`config.mk`:
```
export PLATFORM = sky130hd
export DESIGN_NAME = cezar_stream_ctrl
export DESIGN_NICKNAME = d
export VERILOG_FILES = /design/src/rtl/cezar_stream_ctrl.sv
export SDC_FILE = /design/constraint.sdc
export NUM_CORES = 1
export LEC_CHECK = 0
export BUFFER_PORTS_ARGS = -buffer_cell sky130_fd_sc_hd__buf_2
export CAP_MARGIN = 15
export CORE_MARGIN = 3
export CORE_UTILIZATION = 46
export CTS_CLUSTER_DIAMETER = 100
export DETAILED_ROUTE_END_ITERATION = 8
export HOLD_SLACK_MARGIN = 0.06
export PLACE_DENSITY_LB_ADDON = 0.12
export REMOVE_ABC_BUFFERS = 1
export SYNTH_ARGS = -nofsm -noshare
export SYNTH_HDL_FRONTEND = slang
export SYNTH_SLANG_ARGS = --single-unit
```
`constraint.sdc`:
```
create_clock -name clk -period 3.8 [get_ports clk]
set_input_delay 0.57 -clock clk [delete_from_list [all_inputs] [get_ports clk]]
set_output_delay 0.57 -clock clk [all_outputs]
set_load 0.005 [all_outputs]
```
`src/rtl/cezar_stream_ctrl.sv`:
```
// rtl/cezar_stream_ctrl.sv - byte-stream sequencer around the codor_cezar encoder
//
// codor_cezar: combinational Caesar encoder over the 24-letter alphabet
//   a..t, w..z with shift +7 mod 24; any other byte maps to space (0x20).
//   char_i  in  8  input character
//   char_o  out 8  encoded character
//
// cezar_stream_ctrl: accepts bytes over valid/ready, runs each byte through
//   the encoder r_eff times via a registered feedback loop, then presents it.
//   clk            in   1      system clock, rising edge
//   rst            in   1      asynchronous active-high reset
//   rounds         in   5      encoder passes per byte (values >= 24 wrap)
//   in_data        in   8      input byte
//   in_last        in   1      last byte of a message
//   in_valid       in   1      input byte present
//   in_ready       out  1      controller can accept a byte
//   out_data       out  8      processed byte
//   out_last       out  1      in_last of this byte
//   out_valid      out  1      out_data/out_last valid
//   out_ready      in   1      sink accepts the byte
//   busy           out  1      byte is being encoded
//   char_cnt       out  CNT_W  bytes delivered (saturating)
//   nonletter_cnt  out  CNT_W  accepted non-alphabet bytes with r_eff != 0
// Build option: CEZAR_STATS_EN enables the two statistics counters; without
//   it both counter outputs are tied to zero.

module codor_cezar (
  input  logic [7:0] char_i,
  output logic [7:0] char_o
);
  logic [4:0] idx;
  logic [4:0] sh;
  logic       is_letter;

  always_comb begin
    idx       = 5'd0;
    is_letter = 1'b0;
    // Alphabet skips 'u' and 'v', so w..z map to indices 20..23.
    if (char_i >= 8'h61 && char_i <= 8'h74) begin
      idx       = 5'(char_i - 8'h61);
      is_letter = 1'b1;
    end else if (char_i >= 8'h77 && char_i <= 8'h7a) begin
      idx       = 5'(char_i - 8'h63);
      is_letter = 1'b1;
    end
    sh = (idx >= 5'd17) ? idx - 5'd17 : idx + 5'd7;
    if (!is_letter) begin
      char_o = 8'h20;
    end else if (sh < 5'd20) begin
      char_o = 8'h61 + {3'b000, sh};
    end else begin
      char_o = 8'h63 + {3'b000, sh};
    end
  end
endmodule

module cezar_stream_ctrl #(
  parameter int CNT_W = 16
) (
  input  logic             clk,
  input  logic             rst,
  input  logic [4:0]       rounds,
  input  logic [7:0]       in_data,
  input  logic             in_last,
  input  logic             in_valid,
  output logic             in_ready,
  output logic [7:0]       out_data,
  output logic             out_last,
  output logic             out_valid,
  input  logic             out_ready,
  output logic             busy,
  output logic [CNT_W-1:0] char_cnt,
  output logic [CNT_W-1:0] nonletter_cnt
);
  typedef enum logic [1:0] {S_IDLE, S_ROUND, S_OUT} state_t;

  state_t     state_q, state_d;
  logic [7:0] d_q, d_d;
  logic [4:0] rc_q, rc_d;
  logic       last_q, last_d;
  logic [7:0] enc_out;
  logic [4:0] r_eff;

  codor_cezar u_enc (
    .char_i (d_q),
    .char_o (enc_out)
  );

  // 24 rounds is the identity, so larger requests fold back into 0..7.
  assign r_eff = (rounds >= 5'd24) ? rounds - 5'd24 : rounds;

  always_comb begin
    state_d   = state_q;
    d_d       = d_q;
    rc_d      = rc_q;
    last_d    = last_q;
    in_ready  = 1'b0;
    out_valid = 1'b0;
    busy      = 1'b0;
    case (state_q)
      S_IDLE: begin
        // Reset forces IDLE asynchronously; keep in_ready low until release.
        in_ready = ~rst;
        if (in_valid) begin
          d_d     = in_data;
          rc_d    = r_eff;
          last_d  = in_last;
          state_d = (r_eff == 5'd0) ? S_OUT : S_ROUND;
        end
      end
      S_ROUND: begin
        busy = 1'b1;
        d_d  = enc_out;
        rc_d = rc_q - 5'd1;
        if (rc_q == 5'd1) begin
          state_d = S_OUT;
        end
      end
      S_OUT: begin
        out_valid = 1'b1;
        in_ready  = out_ready;
        if (out_ready) begin
          if (in_valid) begin
            d_d     = in_data;
            rc_d    = r_eff;
            last_d  = in_last;
            state_d = (r_eff == 5'd0) ? S_OUT : S_ROUND;
          end else begin
            state_d = S_IDLE;
          end
        end
      end
      default: state_d = S_IDLE;
    endcase
  end

  always_ff @(posedge clk or posedge rst) begin
    if (rst) begin
      state_q <= S_IDLE;
      d_q     <= 8'h00;
      rc_q    <= 5'd0;
      last_q  <= 1'b0;
    end else begin
      state_q <= state_d;
      d_q     <= d_d;
      rc_q    <= rc_d;
      last_q  <= last_d;
    end
  end

  assign out_data = d_q;
  assign out_last = last_q;

`ifdef CEZAR_STATS_EN
  logic [CNT_W-1:0] char_cnt_q;
  logic [CNT_W-1:0] nl_cnt_q;
  logic             in_alpha;
  logic             accept;
  logic             xfer;
  localparam logic [CNT_W-1:0] ONE = {{(CNT_W-1){1'b0}}, 1'b1};

  assign accept   = in_valid & in_ready;
  assign xfer     = out_valid & out_ready;
  assign in_alpha = (in_data >= 8'h61 && in_data <= 8'h74) ||
                    (in_data >= 8'h77 && in_data <= 8'h7a);

  always_ff @(posedge clk or posedge rst) begin
    if (rst) begin
      char_cnt_q <= '0;
      nl_cnt_q   <= '0;
    end else begin
      if (xfer && char_cnt_q != '1) begin
        char_cnt_q <= char_cnt_q + ONE;
      end
      if (accept && !in_alpha && r_eff != 5'd0 && nl_cnt_q != '1) begin
        nl_cnt_q <= nl_cnt_q + ONE;
      end
    end
  end

  assign char_cnt      = char_cnt_q;
  assign nonletter_cnt = nl_cnt_q;
`else
  assign char_cnt      = '0;
  assign nonletter_cnt = '0;
`endif
endmodule

```
==> impl_metrics.yaml, run 1 <==
floorplan:
  die_area_mm2: 0.00481
  placementRows: 22
  core_area_mm2: 0.00377
  die_h_um: 69.4
  start_util_pct: 49.0
  num_io_pins: 62
  fp.dieW_um: 69.4
grt:
  grt_pass1_vias: 1496
  grt.total_usage_pct: 17.2
  grt_overflow_total: 0
  grt_max_degree: 18
  grt_pass1_wl_mm: 6.99
  antenna_found_initial: 0
setup_path:
  r2r_slack_ns: 0.15
  max_stage_delay_ns: 0.58
  arrival_ns: 3.82
  cp_max_fo: 11
  cp.depth: 14
  cp-end-kind: "register"
  worst-path-buf-inv: 1
  startpoint_type: "register"
  rr_worst_depth: 14
  critPathRequiredTime_ns: 3.97
  r2r_start: "out_data[3]"
  path_cells: "or4b_4 -> o211ai_1 -> and3_1 -> o21ai_0 -> o31ai_1 -> nand2_1 -> ha_1 -> nor3b_1 -> a31o_2 -> inv_1 -> fa_1 -> o31ai_1 -> a31oi_1 -> a32oi_1"
  worst-setup-path-type: "reg2reg"
  cp_common_cell: "o31ai_1"
  cp_slowest_cell: "dfrtp_1"
  crit_family: "simple AND/OR/NAND/NOR gates"
  regToRegEndpoint: "out_data[4]"
sta:
  timing.final.max_slew_violations: 0
  maxSlewHeadroom_pct: 55.9
  fin_tns_setup_ns: 0
  fin_skew_ns: 0.00171
  setup_viol: 0
  tightest_slew_ns: 0.662
  layout_setup_ws_ns: 0.147
  fmax_mhz: 274
  hold_viol: 0
  period_needed_ns: 3.65
  period_share_pct: 96.1
power_and_ir_drop:
  p_total_mw: 1.76
  internal_power_mw: 0.910
  peakVddDrop_uv: 562
  switching_share_pct: 48.3
  power_density_mw_per_mm2: 846
  cellLeakagePower_nw: 0.970
  p_sw_mw: 0.849
  power_frac_clock_pct: 8.6
  pwr-share-comb_pct: 70.5
  pwr-share-seq_pct: 20.9
yosys:
  netlist_area_mm2: 0.00185
  synth-main-ff-cell: "dfrtp_1"
  synth_top_area_share_pct: 21.7
  ys_top_cells_by_area: "dfrtp_1 (22%), buf_4 (13%), ha_1 (6.1%)"
  synth_edf_count: 0
  synth_common_cells: "buf_4 (33), a21oi_1 (18), dfrtp_1 (16)"
  ys_types: 62
  yosysMostFrequentCell: "buf_4"
  ys_seq_elements: 16
  ys_async_sr_fraction_pct: 100
  ys.warnings.count: 0
  synth_top_area_cell: "dfrtp_1"
  synth_cells: 228
  syn_area_per_cell_um2: 8.10
  yosysSeqAreaShare_pct: 21.7
clocking:
  cts_sinks: 16
  clk_path_buf_depth: 2
  cts.clk_slew.worst_paths_ns: 0.07
  worstSkewPairLatency_ns: 0.25
  cts_tree: "built"
  postCtsHoldBufs: 0
  cts_buffers: 3
  ctsRootBufferMaster: "clkbuf_8"
  h-tree-depth: 1
detailed_routing:
  postRouteWirelength_mm: 4.44
  via_per_inst: 5.32
  vias: 1687
  first_pass_iters: 4
  drtIter0Drc: 78
  wire_per_inst_um: 14.0
  drcViolationCount: 0
  postRouteAntennaNets: 0
job:
  drv_cap: 0
placed_design:
  dp_hpwl_mm: 3.46
  io_buffers: 29
  dp_cells: 310
  place_ws_ns: 0.202
  gp_congestion: 0.882
finish:
  utilization_pct: 55.1
  instances_no_fill: 317
  n_antenna_cell: 0
  finalNetCount: 298
  syn_to_final_growth_pct: 12.5
  drive_above_1_share_pct: 24.2
status:
  status: "completed"
min_path:
  hold_path.class: "in2async"
## flip-flops by register name (all words and copies together) (netlist names)
| register | flops |
|---|---|
| out_data | 8 |
| state_q | 2 |
| rc_q | 5 |
| out_last | 1 |
## cell families (layout without fill, tap and decap cells)
logic type	after synthesis	after routing	share of synthesized area, %
flip-flops	16	16	21.7
XOR/XNOR	5	5	2.37
buffers and inverters	56	66	18.6
AO/OA/AOI/OAI	64	64	23.1
AND/OR/NAND/NOR	72	72	23.6
other	1	32	0.203
adder cells (fa/ha/maj)	10	10	7.18
multiplexers	4	4	3.25
## worst max path at each step
| stage | start | end | slack [ns] |
|---|---|---|---|
| after global routing | out_data[3] | out_data[4] | -0.10 |
| after floorplan | out_data[0] | out_data[4] | 0.15 |
| after global placement | out_data[7] | out_data[4] | 0.27 |
| final | out_data[3] | out_data[4] | 0.15 |
| after detailed placement | out_data[0] | out_data[3] | 0.20 |
| after CTS | out_data[0] | out_data[3] | 0.20 |
## worst register-to-register path: stages (launching register included)
cell and delay (ns):
dfrtp_1 0.58, or4b_4 0.52, o211ai_1 0.14, and3_1 0.19, o21ai_0 0.09, o31ai_1 0.08
nand2_1 0.13, ha_1 0.26, nor3b_1 0.26, a31o_2 0.16, inv_1 0.05, fa_1 0.48
o31ai_1 0.32, a31oi_1 0.12, a32oi_1 0.19
## power groups by stage
stage                     Sequential [mW]  Clock, mW  Combinational, mW
after CTS                           0.363      0.154               1.20
final                               0.367      0.152               1.24
after global placement              0.364          0               1.20
after global routing                0.386      0.163               1.37
after detailed placement            0.368          0               1.19
after floorplan                     0.361          0              0.796
## metrics by stage
stage / area (µm²) / hold slack (ns)
after floorplan: 1680 / 0.490
after detailed placement: 1990 / 0.494
after CTS: 2050 / 0.432
after global routing: 2080 / 0.465
final: 2080 / 0.400
after global placement: 1990 / 0.484
## area by class of cell
class	instances	area, µm²
fill	377	1690
multi-input combinational	187	1230
sequential	16	400
timing repair buffer	47	280
tap	48	60.1
inverter	15	56.3
clock buffer	4	55.1
## routing by layer
layer	up-vias	part of all wire (%)	global-route usage (%)
met2	65	46	26.4
met4	0	1.2	4.56
met5	-	0	0
met3	6	6.5	3.77
li1	844	-	-
met1	772	46	24.3
## cells in the final DEF (no fill, tap or decap), drive strengths merged, types with 2 or more instances in the layout
cell type,netlist,final
buf,36,47
conb,1,32
a21oi,18,18
dfrtp,16,16
inv,15,15
nand2,13,13
o21ai,13,13
nor2,11,11
ha,9,9
nor3,8,8
nand3,5,5
xnor2,5,5
a211oi,5,5
nor2b,4,4
and3,4,4
or3,4,4
clkbuf,5,4
nand2b,3,3
nand3b,3,3
nor3b,3,3
o31ai,3,3
a22oi,3,3
nor4b,3,3
or4b,3,3
mux2,3,3
and3b,2,2
o211ai,2,2
a31oi,2,2
o22ai,2,2
nor4,2,2
## repair_timing
item | 4_1_cts | 5_1_grt
resized for setup | 0 | 1
setup endpoints to repair | 0 | 3
buffers inserted | 0 | 3
(Power assumes the default switching activity.)
==> run 2: changes to the inputs <==
--- a/config.mk
+++ b/config.mk
@@ -8,7 +8,7 @@
 export BUFFER_PORTS_ARGS = -buffer_cell sky130_fd_sc_hd__buf_2
 export CAP_MARGIN = 15
 export CORE_MARGIN = 3
-export CORE_UTILIZATION = 46
+export CORE_UTILIZATION = 47
 export CTS_CLUSTER_DIAMETER = 100
 export DETAILED_ROUTE_END_ITERATION = 8
 export HOLD_SLACK_MARGIN = 0.06
@@ -16,4 +16,5 @@
 export REMOVE_ABC_BUFFERS = 1
 export SYNTH_ARGS = -nofsm -noshare
 export SYNTH_HDL_FRONTEND = slang
+export SYNTH_HIERARCHICAL = 1
 export SYNTH_SLANG_ARGS = --single-unit
==> constraint.sdc (replaced) <==
create_clock -name clk -period 3.8 [get_ports clk]
set_input_delay 0.57 -clock clk [delete_from_list [all_inputs] [get_ports clk]]
set_output_delay 0.57 -clock clk [all_outputs]
set_load 0.02 [all_outputs]
==> impl_metrics.yaml, run 2 <==
floorplan:
  start_util_pct: 50.4
  num_io_pins: 62
  core_area_mm2: 0.00377
  die_area_mm2: 0.00484
  placementRows: 22
  fp.dieW_um: 69.6
  die_h_um: 69.6
placed_design:
  place_ws_ns: -0.106
  io_buffers: 29
  dp_hpwl_mm: 3.19
  dpl_cell_area_mm2: 0.00210
  gp_congestion: 0.829
yosys:
  ys_seq_elements: 16
  synth_top_area_share_pct: 21.1
  yosysMostFrequentCell: "buf_4"
  synth_top_area_cell: "dfrtp_1"
  ys.warnings.count: 6
  ys_top_cells_by_area: "dfrtp_1 (21%), buf_4 (13%), mux2_2 (7.7%)"
  ys_async_sr_fraction_pct: 100
  syn_area_per_cell_um2: 9.40
  synth_cells: 202
  ys_types: 63
  synth-main-ff-cell: "dfrtp_1"
  synth_common_cells: "buf_4 (32), dfrtp_1 (16), inv_1 (13), mux2_2 (13)"
  netlist_area_mm2: 0.00190
  synth_edf_count: 0
  yosysSeqAreaShare_pct: 21.1
power_and_ir_drop:
  switching_share_pct: 45.2
  p_sw_mw: 0.865
  power_frac_clock_pct: 7.8
  peakVddDrop_uv: 440
  pwr-share-comb_pct: 74.3
  cellLeakagePower_nw: 1.11
  power_density_mw_per_mm2: 817
  internal_power_mw: 1.05
  pwr-share-seq_pct: 17.9
grt:
  antenna_found_initial: 0
  grt_pass1_wl_mm: 6.60
  grt_pass1_vias: 1436
  grt_max_degree: 17
  grt.total_usage_pct: 16.6
  grt_overflow_total: 0
sta:
  hold_ws_ns: 0.404
  layout_setup_ws_ns: 0.0409
  fmax_mhz: 266
  rsz0062_at_grt: "true"
  fin_tns_setup_ns: 0
  fin_skew_ns: 0.00588
  maxSlewHeadroom_pct: 58.3
  period_needed_ns: 3.76
  tightest_slew_ns: 0.624
  period_share_pct: 98.9
  hold_viol: 0
  setup_viol: 0
  timing.final.max_slew_violations: 0
setup_path:
  r2r_start: "out_data[0]"
  startpoint_type: "register"
  crit_family: "compound AO/OA/AOI/OAI gates"
  cp-end-kind: "register"
  max_stage_delay_ns: 0.41
  arrival_ns: 3.89
  regToRegEndpoint: "out_data[6]"
  cp_max_fo: 7
  cp_common_cell: "buf_4"
  cp.depth: 15
  setup.worst_path.end: "out_data[6]"
  r2r_slack_ns: 0.04
  worst-path-buf-inv: 4
  rr_worst_depth: 15
  cp-startpoint: "out_data[0]"
  path_cells: "inv_2 -> ha_4 -> or3b_4 -> o31a_1 -> buf_4 -> buf_4 -> o221ai_1 -> a21boi_1 -> mux2i_2 -> buf_4 -> a21o_2 -> fa_2 -> o31a_1 -> mux2_4 -> mux2_4"
  cp_slowest_cell: "dfrtp_1"
  critPathRequiredTime_ns: 3.93
  worst-setup-path-type: "reg2reg"
detailed_routing:
  vias: 1642
  postRouteAntennaNets: 0
  postRouteWirelength_mm: 4.27
  via_per_inst: 5.31
  drcViolationCount: 0
  first_pass_iters: 4
  drtIter0Drc: 76
  wire_per_inst_um: 13.8
finish:
  syn_to_final_growth_pct: 23.4
  largest_reg_flops: 8
  drive_above_1_share_pct: 44.8
  finalNetCount: 290
  n_antenna_cell: 0
  final_common_cell: "conb_1"
  fill_cells: 335
  postLayoutCellArea_mm2: 0.00234
  final_cell_mix: "conb_1 (32), buf_4 (30), buf_2 (29), dfrtp_1 (16), mux2_2 (12)"
clocking:
  cts.clk_slew.worst_paths_ns: 0.07
  h-tree-depth: 1
  worstSkewPairLatency_ns: 0.25
  clk_path_buf_depth: 2
  cts_sinks: 16
  cts_buffers: 3
  ctsRootBufferMaster: "clkbuf_8"
  cts_tree: "built"
min_path:
  hold_path.class: "in2async"
status:
  status: "completed"
job:
  drv_cap: 0
run 2: cell types whose count changed in the layout (fill, tap and decap cells not counted), moves of 4 or more:
cell and change:
mux2_4 +5, and3_1 -4, nand2_1 -7, buf_4 +12, ha_2 +4, inv_2 +4
o21ai_0 -10, ha_1 -5, a21oi_1 -13, mux2_2 +10, inv_1 -6
run 2: cell families after synthesis:
logic type | after synthesis | synth area share [%]
adder cells (fa/ha/maj) | 10 | 6.98
other | 1 | 0.197
flip-flops | 16 | 21.1
AO/OA/AOI/OAI | 44 | 19.2
multiplexers | 24 | 15.2
AND/OR/NAND/NOR | 54 | 17.9
XOR/XNOR | 3 | 1.78
buffers and inverters | 50 | 17.7
run 2: per-stage QoR:
stage	std cells	utilization, %	power (mW)
2_1_floorplan	197	-	1.20
3_3_place_gp	295	55.6	1.55
3_5_place_dp	295	55.6	1.55
4_1_cts	303	58.2	1.76
5_1_grt	309	62.1	2.07
6_report	309	62.1	1.91
run 2: layout make-up:
cell class	instances	area [µm²]	area share, %
Timing Repair Buffer	60	382	16.3
Tap cell	48	60.1	2.56
Clock buffer	4	55.1	2.35
Sequential cell	16	400	17.1
Inverter	14	55.1	2.35
Multi-Input combinational cell	167	1390	59.4
run 2: worst register-to-register path, delay by kind of cell, from the launching register on:
kind                     cells  cell delay, ns
AO/OA/AOI/OAI                5            1.15
AND/OR/NAND/NOR              1            0.38
flip-flops                   1            0.41
adder cells (fa/ha/maj)      2            0.51
buffers and inverters        4            0.55
multiplexers                 3            0.63
run 2: timing repair:
item	CTS	global route
setup buffers	4	6
pin swaps	2	8
setup endpoints to repair	5	7
resized for setup	5	24
hold buffers	0	0
run 2: worst min path at each step:
stage | depth (start not counted) | to | from | slack [ns]
2_1_floorplan | 1 | out_data[0] | rst | 0.48
5_1_grt | 2 | state_q[1] | rst | 0.46
6_report | 2 | rc_q[1] | rst | 0.40
4_1_cts | 2 | state_q[1] | rst | 0.42
3_3_place_gp | 1 | out_last | out_last | 0.49
3_5_place_dp | 1 | out_last | out_last | 0.49
run 2: metal layers:
metal  track usage, %  wire length [µm]
met1             24.4              2000
met2             25.8              1960
met3             2.90               296
met4             2.60                10
met5                0                 0
run 2: power by group through the flow:
stage / sequential (mW) / combinational (mW) / clock (mW)
2_1_floorplan: 0.382 / 0.815 / 0
3_3_place_gp: 0.338 / 1.21 / 0
3_5_place_dp: 0.338 / 1.21 / 0
4_1_cts: 0.338 / 1.27 / 0.153
5_1_grt: 0.363 / 1.55 / 0.160
6_report: 0.343 / 1.42 / 0.149
==> run 3: changes to the inputs <==
--- a/config.mk
+++ b/config.mk
@@ -8,7 +8,7 @@
 export BUFFER_PORTS_ARGS = -buffer_cell sky130_fd_sc_hd__buf_2
 export CAP_MARGIN = 15
 export CORE_MARGIN = 3
-export CORE_UTILIZATION = 47
+export CORE_UTILIZATION = 52
 export CTS_CLUSTER_DIAMETER = 100
 export DETAILED_ROUTE_END_ITERATION = 8
 export HOLD_SLACK_MARGIN = 0.06
==> constraint.sdc (replaced) <==
create_clock -name clk -period 4.22 [get_ports clk]
set_input_delay 0.633 -clock clk [delete_from_list [all_inputs] [get_ports clk]]
set_output_delay 0.633 -clock clk [all_outputs]
set_load 0.02 [all_outputs]
==> impl_metrics.yaml, run 3 (synthesis gave the netlist of run 2 again) <==
status:
  status: "completed"
finish:
  final_common_cell: "conb_1"
  final_cell_mix: "conb_1 (32), buf_2 (29), dfrtp_1 (14), mux2_2 (13), inv_1 (13)"
  drive_above_1_share_pct: 33.2
  n_antenna_cell: 0
  syn_to_final_growth_pct: 6.85
  largest_reg_flops: 8
  finalNetCount: 264
  fill_cells: 316
  postLayoutCellArea_mm2: 0.00203
placed_design:
  io_buffers: 29
  place_ws_ns: 0.144
  dp_hpwl_mm: 3.15
  gp_congestion: 0.897
  dpl_cell_area_mm2: 0.00197
setup_path:
  cp_slowest_cell: "fa_1"
  startpoint_type: "register"
  arrival_ns: 4.21
  cp_max_fo: 6
  critPathRequiredTime_ns: 4.39
  worst-setup-path-type: "reg2reg"
  cp-end-kind: "register"
  max_stage_delay_ns: 0.46
  path_cells: "inv_1 -> ha_2 -> or3b_4 -> o31a_1 -> o21a_4 -> nand2_2 -> inv_1 -> ha_1 -> a21oi_1 -> o21ai_0 -> o21a_1 -> a21o_2 -> fa_1 -> o31a_1 -> mux2_4 -> mux2_4"
sta:
  fin_skew_ns: 0.00545
  maxSlewHeadroom_pct: 58.7
  period_share_pct: 95.6
  hold_viol: 0
  setup_viol: 0
  tightest_slew_ns: 0.619
  fmax_mhz: 248
  layout_setup_ws_ns: 0.184
  fin_tns_setup_ns: 0
  timing.final.max_slew_violations: 0
  period_needed_ns: 4.04
  rsz0062_at_grt: "false"
grt:
  grt_pass1_wl_mm: 6.51
  grt_use_met3_pct: 3.06
  grt-busiest-layer: "met2"
  antenna_found_initial: 0
  grt_overflow_total: 0
  grt_use_met2_pct: 29.1
  grt_pass1_vias: 1340
  grtUsageMet1_pct: 28.5
  grt_max_degree: 17
  grt.total_usage_pct: 18.9
clocking:
  postCtsSetupRepairBufs: 0
  ctsRootBufferMaster: "clkbuf_4"
  cts_tree: "built"
  worstSkewPairLatency_ns: 0.28
  cts_buffers: 3
  cts_sinks: 16
  clk_path_buf_depth: 2
  h-tree-depth: 1
  cts.clk_slew.worst_paths_ns: 0.10
floorplan:
  die_h_um: 66.4
  placementRows: 21
  num_io_pins: 62
  core_area_mm2: 0.00342
  die_area_mm2: 0.00441
  fp.dieW_um: 66.4
  start_util_pct: 55.6
detailed_routing:
  first_pass_iters: 5
  vias: 1494
  via_per_inst: 5.32
  wire_per_inst_um: 13.8
  postRouteAntennaNets: 0
  postRouteWirelength_mm: 3.87
  drtIter0Drc: 99
  drcViolationCount: 0
power_and_ir_drop:
  p_total_mw: 1.45
  cellLeakagePower_nw: 0.967
  peakVddDrop_uv: 337
  power_density_mw_per_mm2: 714
min_path:
  hold_path.class: "in2async"
job:
  drv_cap: 0
-- run 3: worst paths after layout --
kind,startpoint,to,slack (ns),cells past startpoint
hold reg to reg,out_last,out_last,0.51,1
setup reg to reg,out_data[0],out_data[6],0.18,16
setup / recovery,out_data[0],out_data[6],0.18,16
min in group clk,out_last,out_last,0.51,1
hold / removal,rst,state_q[0],0.41,2
max in group asynchronous,rst,out_data[0],3.37,2
-- run 3: repair_timing --
| item | CTS | global route |
|---|---|---|
| setup endpoints to repair | 0 | 5 |
| gates resized for setup | 0 | 6 |
| hold buffers | 0 | 0 |
-- run 3: cell type report --
type	instances	area [µm²]	area share, %
timing repair buffer	34	183	9.00
multi-input combinational	167	1290	63.8
sequential	16	403	19.9
tap	46	57.6	2.84
clock buffer	4	36.3	1.79
inverter	14	55.1	2.71
-- run 3: metal layers --
layer,vias to the layer above,wire (µm)
met2,65,1640
met5,-,0
li1,737,-
met4,0,8
met3,2,300
met1,690,1920
-- run 3: where the power goes --
group	switching, mW	total [mW]	internal [mW]
clock network	0.0481	0.101	0.0525
registers	0.103	0.322	0.220
logic	0.546	1.03	0.480
-- run 3: per-stage QoR --
step	instances	util [%]	hold slack, ns
after floorplan	197	-	0.530
after global placement	277	57.8	0.487
after detailed placement	277	57.8	0.493
after CTS	281	58.9	0.440
after global routing	281	59.4	0.457
final	281	59.4	0.414
-- run 3: worst max-delay path, delay by kind of cell (launching register included) --
kind | cells | cell delay, ns
AO/OA/AOI/OAI | 7 | 1.39
adder cells (fa/ha/maj) | 3 | 0.86
AND/OR/NAND/NOR | 2 | 0.52
multiplexers | 2 | 0.51
flip-flops | 1 | 0.45
buffers and inverters | 2 | 0.20
